### config.mk
export PLATFORM = sky130hd
export DESIGN_NAME = lcd_pattern_source
export DESIGN_NICKNAME = d
export VERILOG_FILES = /design/src/rtl/lcd_pattern_source.sv
export SDC_FILE = /design/constraint.sdc
export NUM_CORES = 1
export LEC_CHECK = 0
export CORE_MARGIN = 4
export CORE_UTILIZATION = 55
export DETAILED_ROUTE_END_ITERATION = 12
export PLACE_DENSITY = 0.81
export SYNTH_ARGS = -nofsm -noshare
export SYNTH_HDL_FRONTEND = slang
export SYNTH_SLANG_ARGS = --single-unit
### constraint.sdc
create_clock -name clk -period 18.1 [get_ports clk]
set_input_delay 3.62 -clock clk [delete_from_list [all_inputs] [get_ports clk]]
set_output_delay 3.62 -clock clk [all_outputs]
set_load 0.02 [all_outputs]
### src/rtl/lcd_pattern_source.sv
// lcd_pattern_source
//   Command/pixel source for an ST7789 panel behind a 9-bit SPI FIFO.
//   Sequence: hardware reset hold, power-up wait, SLPOUT, sleep-out wait,
//   init table, then an endless loop of {window setup, one frame of pixels}.
//   Each FIFO word is {D/C, byte}: bit 8 = 0 for commands, 1 for data.
//
// Handshake: a word moves on any cycle with fifo_write_valid and
//   fifo_write_ready both high. valid/data are decoded from registered state
//   only, and that state advances only on a transfer, so an offered word
//   stays stable until it is taken. With ready held high one word moves per
//   cycle, including across state changes.
//
// Ports:
//   clk, rst            clock, asynchronous active-high reset
//   mode[1:0]           0 h-bars, 1 v-bars, 2 8x8 checkerboard, 3 solid
//   solid_color[15:0]   RGB565 colour for mode 3
//   fifo_write_valid    word offered
//   fifo_write_data[8:0]{D/C, byte}
//   fifo_write_ready    FIFO accepts the word
//   lcd_resetn          panel hardware reset, active low
//   init_done           set once the first RAMWR is taken
//   frame_done          one-cycle pulse after the last pixel byte is taken
//   dbg_state[2:0]      current FSM state encoding
module lcd_pattern_source #(
  parameter int CLK_HZ     = 27000000,
  parameter int LCD_WIDTH  = 240,
  parameter int LCD_HEIGHT = 135,
  parameter int X_OFFSET   = 40,
  parameter int Y_OFFSET   = 53,
  parameter int NUM_BARS   = 3
) (
  input  logic        clk,
  input  logic        rst,
  input  logic [1:0]  mode,
  input  logic [15:0] solid_color,
  output logic        fifo_write_valid,
  output logic [8:0]  fifo_write_data,
  input  logic        fifo_write_ready,
  output logic        lcd_resetn,
  output logic        init_done,
  output logic        frame_done,
  output logic [2:0]  dbg_state
);

  localparam int D100 = CLK_HZ / 10;
  localparam int D200 = CLK_HZ / 5;
  localparam int D120 = CLK_HZ * 12 / 100;

  localparam logic [15:0] XS = 16'(X_OFFSET);
  localparam logic [15:0] XE = 16'(X_OFFSET + LCD_WIDTH - 1);
  localparam logic [15:0] YS = 16'(Y_OFFSET);
  localparam logic [15:0] YE = 16'(Y_OFFSET + LCD_HEIGHT - 1);

  typedef enum logic [2:0] {
    S_RESET_HOLD, S_POWER_WAIT, S_SLPOUT, S_SLEEP_WAIT, S_INIT, S_WINDOW, S_PIXELS
  } state_t;

  state_t      state, state_nx;
  logic [31:0] cnt;
  logic [15:0] x_cnt, y_cnt;
  logic        lo_byte;
  logic [15:0] acc_x, acc_y;
  logic [4:0]  bar_x, bar_y;
  logic [1:0]  mode_q;
  logic [15:0] solid_q;
  logic [15:0] color;
  logic [20:0] step_x, step_y;
  logic        fire, last_x, last_y, delay_state;

  assign dbg_state = state;
  assign fire      = fifo_write_valid & fifo_write_ready;
  assign last_x    = (x_cnt == 16'(LCD_WIDTH - 1));
  assign last_y    = (y_cnt == 16'(LCD_HEIGHT - 1));
  assign delay_state = (state == S_RESET_HOLD) || (state == S_POWER_WAIT) ||
                       (state == S_SLEEP_WAIT);

  function automatic logic [8:0] init_word(input logic [5:0] i);
    case (i)
      6'd0:  return 9'h036; 6'd1:  return 9'h170; 6'd2:  return 9'h03A; 6'd3:  return 9'h105;
      6'd4:  return 9'h0B2; 6'd5:  return 9'h10C; 6'd6:  return 9'h10C; 6'd7:  return 9'h100;
      6'd8:  return 9'h133; 6'd9:  return 9'h133; 6'd10: return 9'h0B7; 6'd11: return 9'h135;
      6'd12: return 9'h0BB; 6'd13: return 9'h119; 6'd14: return 9'h0C0; 6'd15: return 9'h12C;
      6'd16: return 9'h0C2; 6'd17: return 9'h101; 6'd18: return 9'h0C3; 6'd19: return 9'h112;
      6'd20: return 9'h0C4; 6'd21: return 9'h120; 6'd22: return 9'h0C6; 6'd23: return 9'h10F;
      6'd24: return 9'h0D0; 6'd25: return 9'h1A4; 6'd26: return 9'h1A1; 6'd27: return 9'h0E0;
      6'd28: return 9'h1D0; 6'd29: return 9'h104; 6'd30: return 9'h10D; 6'd31: return 9'h111;
      6'd32: return 9'h113; 6'd33: return 9'h12B; 6'd34: return 9'h13F; 6'd35: return 9'h154;
      6'd36: return 9'h14C; 6'd37: return 9'h118; 6'd38: return 9'h10D; 6'd39: return 9'h10B;
      6'd40: return 9'h11F; 6'd41: return 9'h123; 6'd42: return 9'h0E1; 6'd43: return 9'h1D0;
      6'd44: return 9'h104; 6'd45: return 9'h10C; 6'd46: return 9'h111; 6'd47: return 9'h113;
      6'd48: return 9'h12C; 6'd49: return 9'h13F; 6'd50: return 9'h144; 6'd51: return 9'h151;
      6'd52: return 9'h12F; 6'd53: return 9'h11F; 6'd54: return 9'h11F; 6'd55: return 9'h120;
      6'd56: return 9'h123; 6'd57: return 9'h021; 6'd58: return 9'h029;
      default: return 9'h000;
    endcase
  endfunction

  function automatic logic [8:0] window_word(input logic [3:0] i);
    case (i)
      4'd0:  return 9'h02A;
      4'd1:  return {1'b1, XS[15:8]};
      4'd2:  return {1'b1, XS[7:0]};
      4'd3:  return {1'b1, XE[15:8]};
      4'd4:  return {1'b1, XE[7:0]};
      4'd5:  return 9'h02B;
      4'd6:  return {1'b1, YS[15:8]};
      4'd7:  return {1'b1, YS[7:0]};
      4'd8:  return {1'b1, YE[15:8]};
      4'd9:  return {1'b1, YE[7:0]};
      4'd10: return 9'h02C;
      default: return 9'h000;
    endcase
  endfunction

  // Advance a bar accumulator by one coordinate step: acc holds
  // (coord*NUM_BARS) mod span and bar holds the quotient. When span is
  // smaller than NUM_BARS one step can cross several bars, so up to
  // NUM_BARS subtractions are unrolled.
  function automatic logic [20:0] bar_step(input logic [15:0] acc, input logic [4:0] bar,
                                           input logic [16:0] span);
    logic [16:0] tmp;
    logic [4:0]  b;
    tmp = {1'b0, acc} + 17'(NUM_BARS);
    b   = bar;
    for (int i = 0; i < NUM_BARS; i++) begin
      if (tmp >= span) begin
        tmp = tmp - span;
        b   = b + 5'd1;
      end
    end
    return {b, tmp[15:0]};
  endfunction

  always_comb begin
    step_x = bar_step(acc_x, bar_x, 17'(LCD_WIDTH));
    step_y = bar_step(acc_y, bar_y, 17'(LCD_HEIGHT));
  end

  function automatic logic [15:0] palette(input logic [1:0] b);
    case (b)
      2'd0:    return 16'h001F;
      2'd1:    return 16'h07E0;
      2'd2:    return 16'hF800;
      default: return 16'hFFFF;
    endcase
  endfunction

  always_comb begin
    color = solid_q;
    case (mode_q)
      2'd0:    color = palette(bar_y[1:0]);
      2'd1:    color = palette(bar_x[1:0]);
      2'd2:    color = (x_cnt[3] ^ y_cnt[3]) ? 16'hFFFF : 16'h0000;
      default: color = solid_q;
    endcase
  end

  // Next state and outputs; everything decodes from registered state.
  always_comb begin
    state_nx         = state;
    fifo_write_valid = 1'b0;
    fifo_write_data  = 9'h000;
    lcd_resetn       = 1'b1;
    case (state)
      S_RESET_HOLD: begin
        lcd_resetn = 1'b0;
        if (cnt == 32'(D100 - 1)) state_nx = S_POWER_WAIT;
      end
      S_POWER_WAIT: if (cnt == 32'(D200 - 1)) state_nx = S_SLPOUT;
      S_SLPOUT: begin
        fifo_write_valid = 1'b1;
        fifo_write_data  = 9'h011;
        if (fifo_write_ready) state_nx = S_SLEEP_WAIT;
      end
      S_SLEEP_WAIT: if (cnt == 32'(D120 - 1)) state_nx = S_INIT;
      S_INIT: begin
        fifo_write_valid = 1'b1;
        fifo_write_data  = init_word(cnt[5:0]);
        if (fifo_write_ready && cnt == 32'd58) state_nx = S_WINDOW;
      end
      S_WINDOW: begin
        fifo_write_valid = 1'b1;
        fifo_write_data  = window_word(cnt[3:0]);
        if (fifo_write_ready && cnt == 32'd10) state_nx = S_PIXELS;
      end
      S_PIXELS: begin
        fifo_write_valid = 1'b1;
        fifo_write_data  = {1'b1, lo_byte ? color[7:0] : color[15:8]};
        if (fifo_write_ready && lo_byte && last_x && last_y) state_nx = S_WINDOW;
      end
      default: state_nx = S_RESET_HOLD;
    endcase
  end

  always_ff @(posedge clk or posedge rst) begin
    if (rst) state <= S_RESET_HOLD;
    else     state <= state_nx;
  end

  always_ff @(posedge clk or posedge rst) begin
    if (rst) begin
      cnt        <= '0;
      x_cnt      <= '0;
      y_cnt      <= '0;
      lo_byte    <= 1'b0;
      acc_x      <= '0;
      acc_y      <= '0;
      bar_x      <= '0;
      bar_y      <= '0;
      mode_q     <= '0;
      solid_q    <= '0;
      init_done  <= 1'b0;
      frame_done <= 1'b0;
    end else begin
      frame_done <= 1'b0;
      if (state_nx != state)
        cnt <= '0;
      else if (delay_state || (fire && (state == S_INIT || state == S_WINDOW)))
        cnt <= cnt + 32'd1;

      // RAMWR taken: latch the frame's pattern and rewind the pixel walk.
      if (fire && state == S_WINDOW && cnt == 32'd10) begin
        init_done <= 1'b1;
        mode_q    <= mode;
        solid_q   <= solid_color;
        x_cnt     <= '0;
        y_cnt     <= '0;
        lo_byte   <= 1'b0;
        acc_x     <= '0;
        acc_y     <= '0;
        bar_x     <= '0;
        bar_y     <= '0;
      end

      if (fire && state == S_PIXELS) begin
        lo_byte <= ~lo_byte;
        if (lo_byte) begin
          if (last_x) begin
            x_cnt <= '0;
            acc_x <= '0;
            bar_x <= '0;
            y_cnt <= y_cnt + 16'd1;
            {bar_y, acc_y} <= step_y;
            if (last_y) frame_done <= 1'b1;
          end else begin
            x_cnt <= x_cnt + 16'd1;
            {bar_x, acc_x} <= step_x;
          end
        end
      end
    end
  end

endmodule

# --- Word-level counts from Yosys, hierarchy flattened ---
# Memory sizes are Yosys's and may differ from the RTL's.
# Index checks and enable logic that the tools add are counted.
word_totals:
  word_cells: 141
  rom_bits: 704
  output_inout_bits: 16
  memories: 2
  regBits: 130
mem_list:
  columns: ["name", "words", "width", "rd", "rd_clocked_by_memory_dff", "write_ports", "line", "source"]
  rows:
  - ["(name not given)", 64, 9, 1, 0, 0, "78", "case (i)"]
  - ["(name not given)", 16, 8, 1, 0, 0, "99", "case (i)"]
classes:
  add_sub_neg: 17
  reduce_logical: 20
  order_cmp: 6
  n_mux: 60
  eq_ne: 20
  bitwise_logic: 3
ops:
  columns: ["op", "n"]
  rows:
  - ["2-to-1 mux 16 bit", 19]
  - ["case mux 16 bit (3 select lines)", 3]
  - [">= comparator 17 x 8 -> 1 bit, second input constant", 6]
  - ["2-to-1 mux 5 bit", 14]
  - ["2-to-1 mux 17 bit", 4]
  - ["subtractor 17 x 8 -> 17 bit, second input constant", 4]
  - ["== test 32 x 22 -> 1 bit, second input constant", 2]
  - ["2-to-1 mux 32 bit", 2]
  - ["case mux 9 bit (4 select lines)", 1]
  - ["adder 16 x 2 -> 17 bit, second input constant", 2]
  - ["adder 16 x 1 -> 16 bit, second input constant", 2]
  - ["adder 32 x 1 -> 32 bit, second input constant", 1]
  - ["== test 16 x 8 -> 1 bit, second input constant", 2]
  - ["== test 32 x 23 -> 1 bit, second input constant", 1]
  - ["== test 32 x 4 -> 1 bit, second input constant", 1]
  - ["== test 32 x 6 -> 1 bit, second input constant", 1]
  - ["subtractor 16 x 8 -> 16 bit, second input constant", 2]
  - ["adder 5 x 1 -> 5 bit, second input constant", 6]
  - ["2-to-1 mux 3 bit", 7]
  - ["case mux 3 bit (7 select lines)", 1]
  - ["== test 3 bit, second input constant", 3]
  - ["logical AND 1 bit", 9]
  - ["2-to-1 mux 1 bit", 8]
  - ["2-to-1 mux 8 bit", 1]
  - ["other kinds (13)", 24]

# --- Depth between registers and ports, before layout ---
logic_depth:
  word_depth: 10
  depth_mapped: 30
  mapped_depth_nobuf: 27

# --- Worst setup path after synthesis ---
# OpenSTA, ideal clock, no wires.
synth_path:
  path_type: "register -> output"
  start: "register cnt[1]"
  end: "output port fifo_write_data[0]"
  arrival_ns: 2.502
  path_stages_with_launch: 10
  path_buffers: 2
  slack_ns: 11.978
  cell_sequence: "dfrtp_1 > clkbuf_1 > inv_1 > ha_1 > clkbuf_1 > mux4_2 > a211oi_1 > a21oi_1 > o221ai_1 > o21ai_0"
synth_via:
  elab_chain_len: 2
  word_cells_on_any_way: 3
synth_rtl:
  columns: ["item", "line", "source"]
  rows:
  - ["start, declared", "59", "logic [31:0] cnt;"]
  - ["start signal, assigned", "219", "cnt <= cnt + 32'd1;"]
  - ["memory (64 x 9 bit) / memory (16 x 8 bit) (equally long branches)", null, null]
  - ["case mux 9 bit (4 select lines) (*)", "164", "case (state)"]
  - ["end, declared", "37", "output logic [8:0] fifo_write_data,"]
# Every way passes the cells marked *; elsewhere a longest branch is shown, timed or not.

# --- Worst setup path in the final report ---
layout_path:
  start: "register cnt[1]"
  end: "output port fifo_write_data[3]"
# The elaborated chain is that of the path after synthesis.

==> impl_metrics.csv <==
group,metric,value,unit
floorplanning,row_count,53,
timing,hold_violations,0,
floorplanning,initial_utilization,55.8,%
placement,dp_hpwl,24100,µm
timing,tightest_slew,1040,ps
floorplanning,pin_count,37,
clocking,clockBufferDepth,2,
setup_path,slowest_delay,650,ps
placement,routabilityCongestion,0.982,
grt,track_usage,27.6,%
timing,max_freq,0.135,GHz
setup_path,cp_slowest_cell,"dfrtp_1",
power_and_ir_drop,leakage,5.23,nW
run_status,outcome,"completed",
grt,gr-usage-met1,36.5,%
setup_path,critPathLaunchType,"register",
timing,fin_crit_sh,40.8,%
clocking,cts_buffers,17,
setup_path,endpoint_kind,"output port",
clocking,clock_sinks,124,
setup_path,critPathBufInv,2,
grt,globalRouteMet3Util,4.00,%
layout,fin_cells,1812,
grt,use_met2,45.4,%
timing,setup_tns,0,ps
clocking,cts_setup_buffers,0,
yosys,yosysWarnings,0,
drt,drtIter0Drc,1257,
grt,grt_busiest_layer,"met2",
yosys,synth_edf_count,0,
setup_path,path_max_fanout,15,
clocking,clk_pin_slew,60,ps
worst_hold_path,hold_path_class,"register to register",
yosys,netlist_area,0.0117,mm²
yosys,ys_seq_elements,124,
floorplanning,die_y,154,µm
yosys,async_flop_share,100,%
layout,final_nets,1572,
yosys,syn_nets,1593,
power_and_ir_drop,vdd_drop_max,38.5,µV
grt,gr-total-overflow,0,
placement,placedCellCount,1780,
drt,wl_per_cell,18.3,µm
floorplanning,die-width,154,µm
clocking,cts_resized,0,
setup_path,critical-path-top-delay-family,"buffers and inverters",
clocking,cts_tree,"yes",
grt,grt_first_pass_wirelength,55500,µm
yosys,avgSynthCellArea,7.60,µm²
clocking,h-tree-depth,4,
timing,fin_hold_ws,469,ps
setup_path,worstSetupPathType,"register to output port",
grt,grt_pass1_vias,11400,
drt,routed_via_density,6.65,
run,cap_violations,0,
clocking,cts-root-buf,"clkbuf_16",
layout,fill_cells,1836,
drt,drc,0,
timing,drv_slew,0,
timing,setup-violations-final,0,
yosys,synth_flop_cell,"dfrtp_1",
grt,antenna_found_initial,0,
drt,ant_nets,0,
yosys,postSynthCellCount,1545,
grt,grt_max_degree,68,
timing,rsz0062_at_grt,"false",
layout,drive_gt1_share,6.77,%
layout,antenna_cells,0,
floorplanning,die-area,0.0237,mm²
clocking,cts_hold_buf,0,
layout,fin_util,60.7,%
placement,port_buffers,36,
timing,maxSlewHeadroom,31.0,%
setup_path,cpMostUsedCell,"nor2_1",
setup_path,required,14480,ps
floorplanning,core_region_area,0.0210,mm²
drt,vias,12000,
drt,dr.pass1.iters,6,
setup_path,path_cells,"inv_1, ha_1, nand2_1, a21boi_0, o22ai_1, mux4_2, nor2_1, a211oi_1, a21oi_1, nor2_1, clkdlybuf4s50_1",
clocking,clock_latency,430,ps
power_and_ir_drop,power,0.000634,W
setup_path,arrival,3770,ps
timing,period_minus_slack,7390,ps
timing,finalClockSkew,11.9,ps
yosys,ys_types,112,
layout,area_delta_synth_final,8.73,%
drt,wirelength,33200,µm
yosys,ys_seq_area_share,26.4,%
power_and_ir_drop,power_density,49.7,mW/mm²
-- sequential cells by signal, indices dropped and copies added, names as in the netlist, 3 cells and up --
name,count
acc_x,16
x_cnt,16
acc_y,16
dbg_state,3
y_cnt,16
solid_q,16
cnt,32
-- cell families (layout without fill, tap and decap cells) --
group / after synthesis / after routing / share of synthesized area [%]
adder cells (fa/ha/maj): 27 / 27 / 2.88
XOR/XNOR: 127 / 127 / 9.48
buffers and inverters: 124 / 116 / 4.49
AO/OA/AOI/OAI: 427 / 427 / 24.3
flip-flops: 124 / 124 / 26.4
multiplexers: 23 / 23 / 2.43
AND/OR/NAND/NOR: 693 / 693 / 30.0
-- metrics by stage --
| step | setup WS (ps) | area, µm² |
|---|---|---|
| CTS | 10730 | 12800 |
| detailed placement | 11140 | 12200 |
| floorplan | 11180 | 11700 |
| finish | 10710 | 12800 |
| global route | 10460 | 12800 |
| global placement | 11270 | 12200 |
-- layout make-up --
type | count | area [µm²] | area share [%]
clock buffers | 17 | 425 | 3.33
clock inverters | 15 | 170 | 1.33
inverters | 36 | 138 | 1.08
multi-input cells | 1297 | 8130 | 63.7
flip-flops and latches | 124 | 3100 | 24.3
well taps | 275 | 344 | 2.70
repair buffers | 48 | 450 | 3.53
-- worst paths after layout --
| check | depth (start not counted) | to | slack, ps | start |
|---|---|---|---|---|
| min in group asynchronous | 2 | solid_q[13]$_DFFE_PP0P_ | 3710 | rst |
| hold reg to reg | 2 | solid_q[2]$_DFFE_PP0P_ | 470 | solid_q[2]$_DFFE_PP0P_ |
| max in group asynchronous | 3 | cnt[26]$_DFFE_PP0P_ | 13150 | rst |
| hold / removal | 2 | solid_q[2]$_DFFE_PP0P_ | 470 | solid_q[2]$_DFFE_PP0P_ |
| setup / recovery | 11 | fifo_write_data[3] | 10710 | cnt[1]$_DFFE_PP0P_ |
| setup reg to reg | 21 | acc_y[0]$_DFF_PP0_ | 11210 | acc_y[0]$_DFF_PP0_ |
-- layout by cell type, fill, tap and decap left out, types with 28 or more instances in the layout --
master / count
nor2_1: 147
xor2_1: 55
nor3_1: 51
and3_1: 43
clkdlybuf4s50_1: 36
nand2_1: 203
dfrtp_1: 124
a21oi_1: 65
inv_1: 34
o211ai_1: 28
xnor2_1: 71
nand3_1: 80
o21ai_0: 146
-- worst min-delay path: cells and delay by family, from the launching register on --
family	cells	cell delay [ps]
flip-flops	1	340
AND/OR/NAND/NOR	2	100
-- metal layers --
| metal | up-vias | part of all wire (%) | routed length [µm] |
|---|---|---|---|
| met1 | 5727 | 42 | 14000 |
| met4 | 0 | 3.2 | 1060 |
| met5 | - | 0 | 0 |
| li1 | 5614 | - | - |
| met2 | 598 | 47 | 15600 |
| met3 | 107 | 7.8 | 2610 |
-- where the power goes --
part | internal (W) | switching [W] | total (W)
combinational | 0.00000417 | 0.00000664 | 0.0000108
clock | 0.000197 | 0.000149 | 0.000346
sequential | 0.000277 | 0 | 0.000277
-- cells in the mapped netlist (all sizes together) (19+ instances only) --
cell    instances  area [µm²]
nand2         205         780
o21ai         162         815
nor2          151         577
dfrtp         124        3100
nand3          81         405
xnor2          71         622
a21oi          66         334
clkbuf         57         216
xor2           56         490
nor3           54         298
and3           43         269
inv            35         131
buf            31         175
o211ai         30         244
nand4          28         190
ha             27         338
a31oi          19         119
o31ai          19         148
No activity file was read; power rests on OpenSTA's default activity.
